===== src/rtl/riscv_dmem_arbiter.sv =====
// Data-memory port arbiter: CPU priority, debug starvation guard, bounded debug lock.
// Define ARB_STATS_EN to add the cpu_stall_cnt / dbg_xfer_cnt statistics outputs.
module riscv_dmem_arbiter #(
    parameter int MAX_WAIT  = 8,
    parameter int MAX_LOCK  = 64,
    parameter int CNT_WIDTH = 16
) (
    input  logic                 clk,
    input  logic                 rst_n,
    input  logic                 cpu_req,
    input  logic                 cpu_we,
    input  logic [31:0]          cpu_addr,
    input  logic [31:0]          cpu_wdata,
    output logic                 cpu_gnt,
    output logic                 cpu_rvalid,
    output logic [31:0]          cpu_rdata,
    input  logic                 dbg_req,
    input  logic                 dbg_we,
    input  logic [31:0]          dbg_addr,
    input  logic [31:0]          dbg_wdata,
    input  logic                 dbg_lock,
    output logic                 dbg_gnt,
    output logic                 dbg_rvalid,
    output logic [31:0]          dbg_rdata,
`ifdef ARB_STATS_EN
    output logic [CNT_WIDTH-1:0] cpu_stall_cnt,
    output logic [CNT_WIDTH-1:0] dbg_xfer_cnt,
`endif
    output logic                 mem_en,
    output logic                 mem_we,
    output logic [31:0]          mem_addr,
    output logic [31:0]          mem_wdata,
    input  logic [31:0]          mem_rdata
);

    localparam int WW = $clog2(MAX_WAIT + 1);
    localparam int LW = $clog2(MAX_LOCK + 1);

    typedef enum logic [1:0] {IDLE, LOCKED, YIELD} state_t;

    state_t        state_q, state_d;
    logic [WW-1:0] wait_q, wait_d;
    logic [LW-1:0] lock_q, lock_d;
    logic          wait_full;
    logic          cpu_rv_q, dbg_rv_q;

    assign wait_full = (wait_q == WW'(MAX_WAIT));

    always_comb begin
        state_d = state_q;
        lock_d  = lock_q;
        cpu_gnt = 1'b0;
        dbg_gnt = 1'b0;
        unique case (state_q)
            IDLE: begin
                dbg_gnt = dbg_req & (~cpu_req | wait_full);
                cpu_gnt = cpu_req & ~dbg_gnt;
                if (dbg_gnt & dbg_lock) begin
                    state_d = LOCKED;
                    lock_d  = '0;
                end
            end
            LOCKED: begin
                dbg_gnt = dbg_req;
                lock_d  = lock_q + 1'b1;
                if (!dbg_lock)
                    state_d = IDLE;
                else if (lock_q == LW'(MAX_LOCK - 1))
                    state_d = YIELD;
            end
            YIELD: begin
                cpu_gnt = cpu_req;
                state_d = IDLE;
            end
            default: state_d = IDLE;
        endcase
        // Nothing may reach memory while reset is asserted
        if (!rst_n) begin
            cpu_gnt = 1'b0;
            dbg_gnt = 1'b0;
        end
    end

    always_comb begin
        wait_d = wait_q;
        if (!dbg_req || dbg_gnt)
            wait_d = '0;
        else if (!wait_full)
            wait_d = wait_q + 1'b1;
    end

    always_ff @(posedge clk or negedge rst_n) begin
        if (!rst_n) begin
            state_q  <= IDLE;
            wait_q   <= '0;
            lock_q   <= '0;
            cpu_rv_q <= 1'b0;
            dbg_rv_q <= 1'b0;
        end else begin
            state_q  <= state_d;
            wait_q   <= wait_d;
            lock_q   <= lock_d;
            cpu_rv_q <= cpu_gnt & ~cpu_we;
            dbg_rv_q <= dbg_gnt & ~dbg_we;
        end
    end

    assign mem_en    = cpu_gnt | dbg_gnt;
    assign mem_we    = dbg_gnt ? dbg_we : (cpu_gnt & cpu_we);
    assign mem_addr  = dbg_gnt ? dbg_addr : cpu_addr;
    assign mem_wdata = dbg_gnt ? dbg_wdata : cpu_wdata;

    assign cpu_rvalid = cpu_rv_q;
    assign dbg_rvalid = dbg_rv_q;
    assign cpu_rdata  = cpu_rv_q ? mem_rdata : 32'h0;
    assign dbg_rdata  = dbg_rv_q ? mem_rdata : 32'h0;

`ifdef ARB_STATS_EN
    always_ff @(posedge clk or negedge rst_n) begin
        if (!rst_n) begin
            cpu_stall_cnt <= '0;
            dbg_xfer_cnt  <= '0;
        end else begin
            if (cpu_req && !cpu_gnt && !(&cpu_stall_cnt))
                cpu_stall_cnt <= cpu_stall_cnt + 1'b1;
            if (dbg_gnt && !(&dbg_xfer_cnt))
                dbg_xfer_cnt <= dbg_xfer_cnt + 1'b1;
        end
    end
`endif

endmodule

===== config.mk =====
export PLATFORM = sky130hd
export DESIGN_NAME = riscv_dmem_arbiter
export DESIGN_NICKNAME = d
export VERILOG_FILES = /design/src/rtl/riscv_dmem_arbiter.sv
export SDC_FILE = /design/constraint.sdc
export NUM_CORES = 1
export LEC_CHECK = 0
export BUFFER_PORTS_ARGS = -buffer_cell sky130_fd_sc_hd__buf_2
export CAP_MARGIN = 15
export CELL_PAD_IN_SITES_DETAIL_PLACEMENT = 0
export CELL_PAD_IN_SITES_GLOBAL_PLACEMENT = 1
export CORE_AREA = 2 2 118 120
export DETAILED_ROUTE_END_ITERATION = 10
export DIE_AREA = 0 0 120 122
export GPL_TIMING_DRIVEN = 0
export PLACE_DENSITY_LB_ADDON = 0.1
export SYNTH_ARGS = -nofsm -noshare
export SYNTH_HDL_FRONTEND = slang
export SYNTH_SLANG_ARGS = --single-unit

===== constraint.sdc =====
create_clock -name clk -period 3 [get_ports clk]
set_input_delay 0.9 -clock clk [delete_from_list [all_inputs] [get_ports clk]]
set_output_delay 0.9 -clock clk [all_outputs]
set_load 0.1 [all_outputs]

==> results of run 1 <==
## kinds of logic after synthesis
group / count (synthesis) / synth area share, %
DFF: 15 / 17.1
buffers and inverters: 22 / 7.56
and+or+nand+nor: 91 / 25.3
xor gates and xnor gates: 3 / 1.19
AOI/OAI and AO/OA: 17 / 6.83
muxes: 69 / 40.3
adders and majority gates: 3 / 1.71
## final cells by class
type	instances	area (sq um)	area share, %
clock buffer	4	78.8	1.53
multi-input combinational	183	1730	33.6
sequential	15	375	7.29
tap	180	225	4.38
inverter	7	33.8	0.656
timing repair buffer	326	2600	50.5
buffer	11	103	1.99
## state kept, by name, summed over array words and instances (netlist names)
register,flops
wait_q,4
state_q,2
cpu_rvalid,1
lock_q,7
dbg_rvalid,1
## power breakdown
part	switching, mW	leakage [nW]	total (mW)	internal, mW
Clock	0.0856	0.0382	0.266	0.180
Sequential	0.0330	0.202	0.265	0.232
Combinational	0.926	2.67	1.44	0.517
## cell usage after synthesis (2+ instances only)
library cell	n	share of area (%)
and2_1	64	18
mux2_4	30	20
mux2_2	28	14
dfrtp_1	15	17
mux2_1	9	4.6
clkbuf_1	6	1.0
inv_1	6	1.0
a22o_1	5	2.0
nor3_1	4	0.91
a211o_1	3	1.2
buf_12	3	2.7
ha_1	3	1.7
nand2_1	3	0.51
nand2b_1	3	0.85
nand3_1	3	0.68
nor2_1	3	0.51
a21oi_1	2	0.46
and3_1	2	0.57
buf_4	2	0.68
buf_6	2	1.0
mux2i_1	2	0.91
nor2b_1	2	0.57
nor4_1	2	0.57
o211a_1	2	0.91
xnor2_1	2	0.80
## metal layers
metal,vias to the layer above,GRT usage (%),wire [um]
li1,1417,-,-
met2,150,24.6,5790
met1,1309,14.9,3960
met5,-,0,0
met4,0,2.65,114
met3,8,2.43,850
## repair_timing
| action | in CTS | in global routing |
|---|---|---|
| pin swaps | 2 | 2 |
| buffers inserted | 17 | 5 |
| hold buffers | 0 | 0 |
| gates resized for setup | 228 | 21 |
| setup endpoints to repair | 66 | 65 |
| gates cloned | 4 | 2 |
| hold endpoints to repair | 0 | 0 |
## how the worst min path moves through the flow
stage          startpoint         to  slack, ps  cells after the start
6_report            rst_n  lock_q[4]        480                      1
5_1_grt             rst_n  lock_q[4]        490                      1
4_1_cts             rst_n  lock_q[4]        490                      1
3_5_place_dp    lock_q[1]  lock_q[1]        520                      1
3_3_place_gp    lock_q[1]  lock_q[1]        520                      1
2_1_floorplan   lock_q[1]  lock_q[1]        490                      1
==> reports/metrics.csv, run 1 <==
metric;value;unit
core_area;13500;sq um
antenna_left;0;
synth_edf_count;0;
synth_fp_nets;390;
static-leakage-power;2.91;nW
cap_violations;0;
hold_path_class;input pin to async pin;
gp_congestion;0.735;
dieArea;14600;sq um
tightest_slew;528;ps
drive_above_1_share;75.3;%
ys_warn_count;0;
grt_pass1_vias;2799;
crit_cells;8;
viasPerCell;3.97;
area_growth;134;%
antenna_found_initial;0;
cellPowerDensity;383;nW/um^2
design_area;5150;sq um
n_fill_cell;1368;
layout_common_cells;233 x buf_2, 64 x and2_1, 47 x buf_12;
antenna_cells;0;
peakVddDrop;0.178;mV
crit_path_end_kind;output port;
finalWorstSetupSlack;-135;ps
path_cells;buf_8, and2b_2, o211ai_4, buf_8, buf_12, clkbuf_16, mux2_4, buf_12;
period_minus_slack;3130;ps
synth-seq-area-share;17.1;%
hpwl;8660;um
cts.clk_slew.worst_paths;50;ps
critPathTopFamily;buffers and inverters;
maxSlewHeadroom;65.1;%
fp.dieH;122;um
drt_pass1_iterations;4;
finalSetupViolCount;63;
instances_no_fill;726;
grt_pass1_wl;15000;um
io_buffers;300;
synthCells;220;
critPathKind;input pin to output port;
timing.rr.end;dbg_rvalid;
synth-async-reset-ratio;100;%
cts_inserted_buffers;3;
crit_fanout;5;
grt_overflow;0;
status;finished with violations;
clk_path_buf_depth;2;
drtIter0Drc;65;
final_core_util;38.1;%
routed_wirelength;10700;um
wl_per_cell;14.8;um
synthFlopType;dfrtp_1;
netlist_area;2200;sq um
finalSetupTns;-5760;ps
root_buffer;clkbuf_16;
cp-startpoint;dbg_req;
fp-row-count;43;
dpl_cell_area;3940;sq um
crit_slowest_cell;mux2_4;
reg2reg_depth;10;
whs;482;ps
final_common_cell;buf_2;
period_share;104;%
crit_path_end;mem_wdata[4];
ys_types;39;
vias;2884;
slowest_delay;310;ps
skew;2.92;ps
htree_levels;1;
crit_path_start_kind;input pin;
die_x;120;um
tritoncts;built;
avgSynthCellArea;10.0;sq um
worst-path-buf-inv;5;
rsz0062_at_grt;true;
r2r_setup_slack;1210;ps
grt_max_degree;20;
r2r_start;wait_q[0];
io_pins;301;
start_util;16.3;%
post-place-ws;-429;ps
final-hold-violation-count;0;
fmax;319;MHz
cts.sinks;15;
drc;0;
p_total;1.97;mW
clk-insertion-delay-late;250;ps
maxSlewViolCount;0;
violations;setup timing;
synth-seq-cells;15;
nets;717;
dpl.cell_count;700;
critical_path_required;2100;ps
critPathArrivalTime;2230;ps
grt_usage;12.9;%
No activity file was read; power rests on OpenSTA's default activity.
==> run 2: changes to the inputs <==
--- a/config.mk
+++ b/config.mk
@@ -9,11 +9,12 @@
 export CAP_MARGIN = 15
 export CELL_PAD_IN_SITES_DETAIL_PLACEMENT = 0
 export CELL_PAD_IN_SITES_GLOBAL_PLACEMENT = 1
-export CORE_AREA = 2 2 118 120
+export CORE_AREA = 2 2 115 117
 export DETAILED_ROUTE_END_ITERATION = 10
-export DIE_AREA = 0 0 120 122
+export DIE_AREA = 0 0 117 119
 export GPL_TIMING_DRIVEN = 0
 export PLACE_DENSITY_LB_ADDON = 0.1
+export REMOVE_ABC_BUFFERS = 1
 export SYNTH_ARGS = -nofsm -noshare
 export SYNTH_HDL_FRONTEND = slang
 export SYNTH_SLANG_ARGS = --single-unit
==> constraint.sdc (replaced) <==
create_clock -name clk -period 3.9 [get_ports clk]
set_input_delay 1.17 -clock clk [delete_from_list [all_inputs] [get_ports clk]]
set_output_delay 1.17 -clock clk [all_outputs]
set_load 0.1 [all_outputs]
==> run 2 against run 1 <==
- the run now ends clean
- first-iteration DRC count shrank 22%
- non-clock buffer count shrank 29
- combinational power shrank 36%
- worst hold slack gained 49 ps
- critical endpoint is now mem_wdata[8]
- worst setup slack gained 180 ps
- cell count shrank 4.4%
- largest cell class unchanged
- sequential share of layout area grew 1.8 points
- clock skew grew 2.6 ps
==> reports/metrics.csv, run 2 (synthesis gave the netlist of run 1 again) <==
metric;value;unit
status;completed;
grt_pass1_vias;2545;
dieArea;13900;sq um
design_area;4150;sq um
grt_max_degree;34;
cellPowerDensity;323;nW/um^2
seqPwrFrac;15.8;%
vias;2767;
largest_reg_flops;7;
cts_inserted_buffers;3;
tritoncts;built;
crit_path_start_kind;input pin;
maxSlewViolCount;0;
drive_above_1_share;72.5;%
core_area;12900;sq um
grt_usage;14.2;%
grt_overflow;0;
min-delay-start;lock_q[1];
drt_pass1_iterations;4;
p_comb_share;68.9;%
nets;688;
cap_violations;0;
critPathArrivalTime;2690;ps
antenna_left;0;
peakVddDrop;0.130;mV
final-hold-violation-count;0;
routed_wirelength;10900;um
static-leakage-power;2.48;nW
finalWorstSetupSlack;41.9;ps
fp-row-count;42;
reg2reg_depth;7;
die_x;117;um
wl_per_cell;15.7;um
viasPerCell;3.99;
hold_path_class;flop to flop;
fp.dieH;119;um
htree_levels;1;
final_common_cell;buf_2;
crit_path_end_kind;output port;
hpwl;9200;um
clk_path_buf_depth;2;
p_int;566;uW
crit_fanout;21;
reg_top3;lock_q x7, wait_q x4, state_q x2;
p_sw;772;uW
antenna_found_initial;1;
dpl_cell_area;3850;sq um
start_util;17.1;%
fmax;259;MHz
timing.rr.end;wait_q[2];
gp_congestion;0.743;
layout_common_cells;263 x buf_2, 64 x and2_1, 30 x mux2_4;
area_growth;88.6;%
min_to;lock_q[1];
tightest_slew;797;ps
critical_path_required;2730;ps
post-place-ws;-528;ps
period_minus_slack;3860;ps
holdPathStages;1;
root_buffer;clkbuf_16;
pwr-share-clk;15.3;%
cts.clk_slew.worst_paths;50;ps
cts.sinks;15;
maxSlewHeadroom;46.9;%
r2r_start;wait_q[0];
io_buffers;300;
skew;5.48;ps
period_share;98.9;%
netSwitchingFraction;57.7;%
drc;0;
r2r_setup_slack;1860;ps
grt_pass1_wl;14700;um
clk-insertion-delay-late;250;ps
drtIter0Drc;51;
postCtsHoldBufs;0;
finalSetupViolCount;0;
largest-register;lock_q;
rsz0062_at_grt;true;
critPathKind;input pin to output port;
io_pins;301;
run 2: worst max-delay path, cell delays in order:
cell and delay, ps:
buf_2 110, and2b_2 230, o211ai_4 170, bufbuf_16 390
mux2_4 310, clkbuf_4 290
run 2: timing repair:
action	CTS	global route
setup buffers	3	0
gates cloned	3	0
setup endpoints to repair	59	13
resized for setup	33	14
run 2: power by group through the flow:
stage                     registers, mW  clock network, mW  logic (mW)
final                             0.211              0.205       0.922
after global routing              0.216              0.216       0.961
after CTS                         0.211              0.210       0.924
after detailed placement          0.213                  0       0.889
after global placement            0.212                  0       0.886
after floorplan                   0.210                  0       0.697
run 2: how the worst max path moves through the flow:
stage / cells after the start / to / slack [ps] / startpoint
after floorplan: 4 / mem_we / -1430 / cpu_req
after global placement: 5 / mem_wdata[29] / -1500 / cpu_req
after detailed placement: 7 / mem_wdata[29] / -530 / rst_n
after CTS: 7 / mem_wdata[25] / 4 / dbg_req
after global routing: 6 / mem_wdata[8] / -10 / dbg_req
final: 6 / mem_wdata[8] / 40 / dbg_req
run 2: metal layers:
| metal | up-vias | track usage [%] | wire length (um) |
|---|---|---|---|
| li1 | 1359 | - | - |
| met1 | 1230 | 15.1 | 4010 |
| met2 | 174 | 27.9 | 5770 |
| met3 | 4 | 3.77 | 1040 |
| met4 | 0 | 1.69 | 55 |
| met5 | - | 0 | 0 |
run 2: layout make-up:
type / instances / area, sq um
Clock inverter: 1 / 5.00
Sequential cell: 15 / 375
Clock buffer: 3 / 75.1
Tap cell: 176 / 220
Antenna cell: 1 / 2.50
Inverter: 7 / 26.3
Timing Repair Buffer: 308 / 1780
Multi-Input combinational cell: 183 / 1660
Fill cell: 1377 / 8730
run 2: metrics by stage:
stage / utilization [%] / total power [mW] / cells / setup TNS [ps] / hold WS [ps]
2_1_floorplan: - / 0.907 / 205 / -43500 / 492
4_1_cts: 31.9 / 1.34 / 693 / 0 / 532
6_report: 32.2 / 1.34 / 694 / 0 / 531
3_5_place_dp: 29.9 / 1.10 / 684 / -12170 / 521
3_3_place_gp: 29.4 / 1.10 / 681 / -92840 / 520
5_1_grt: 32.2 / 1.39 / 694 / -31.9 / 562
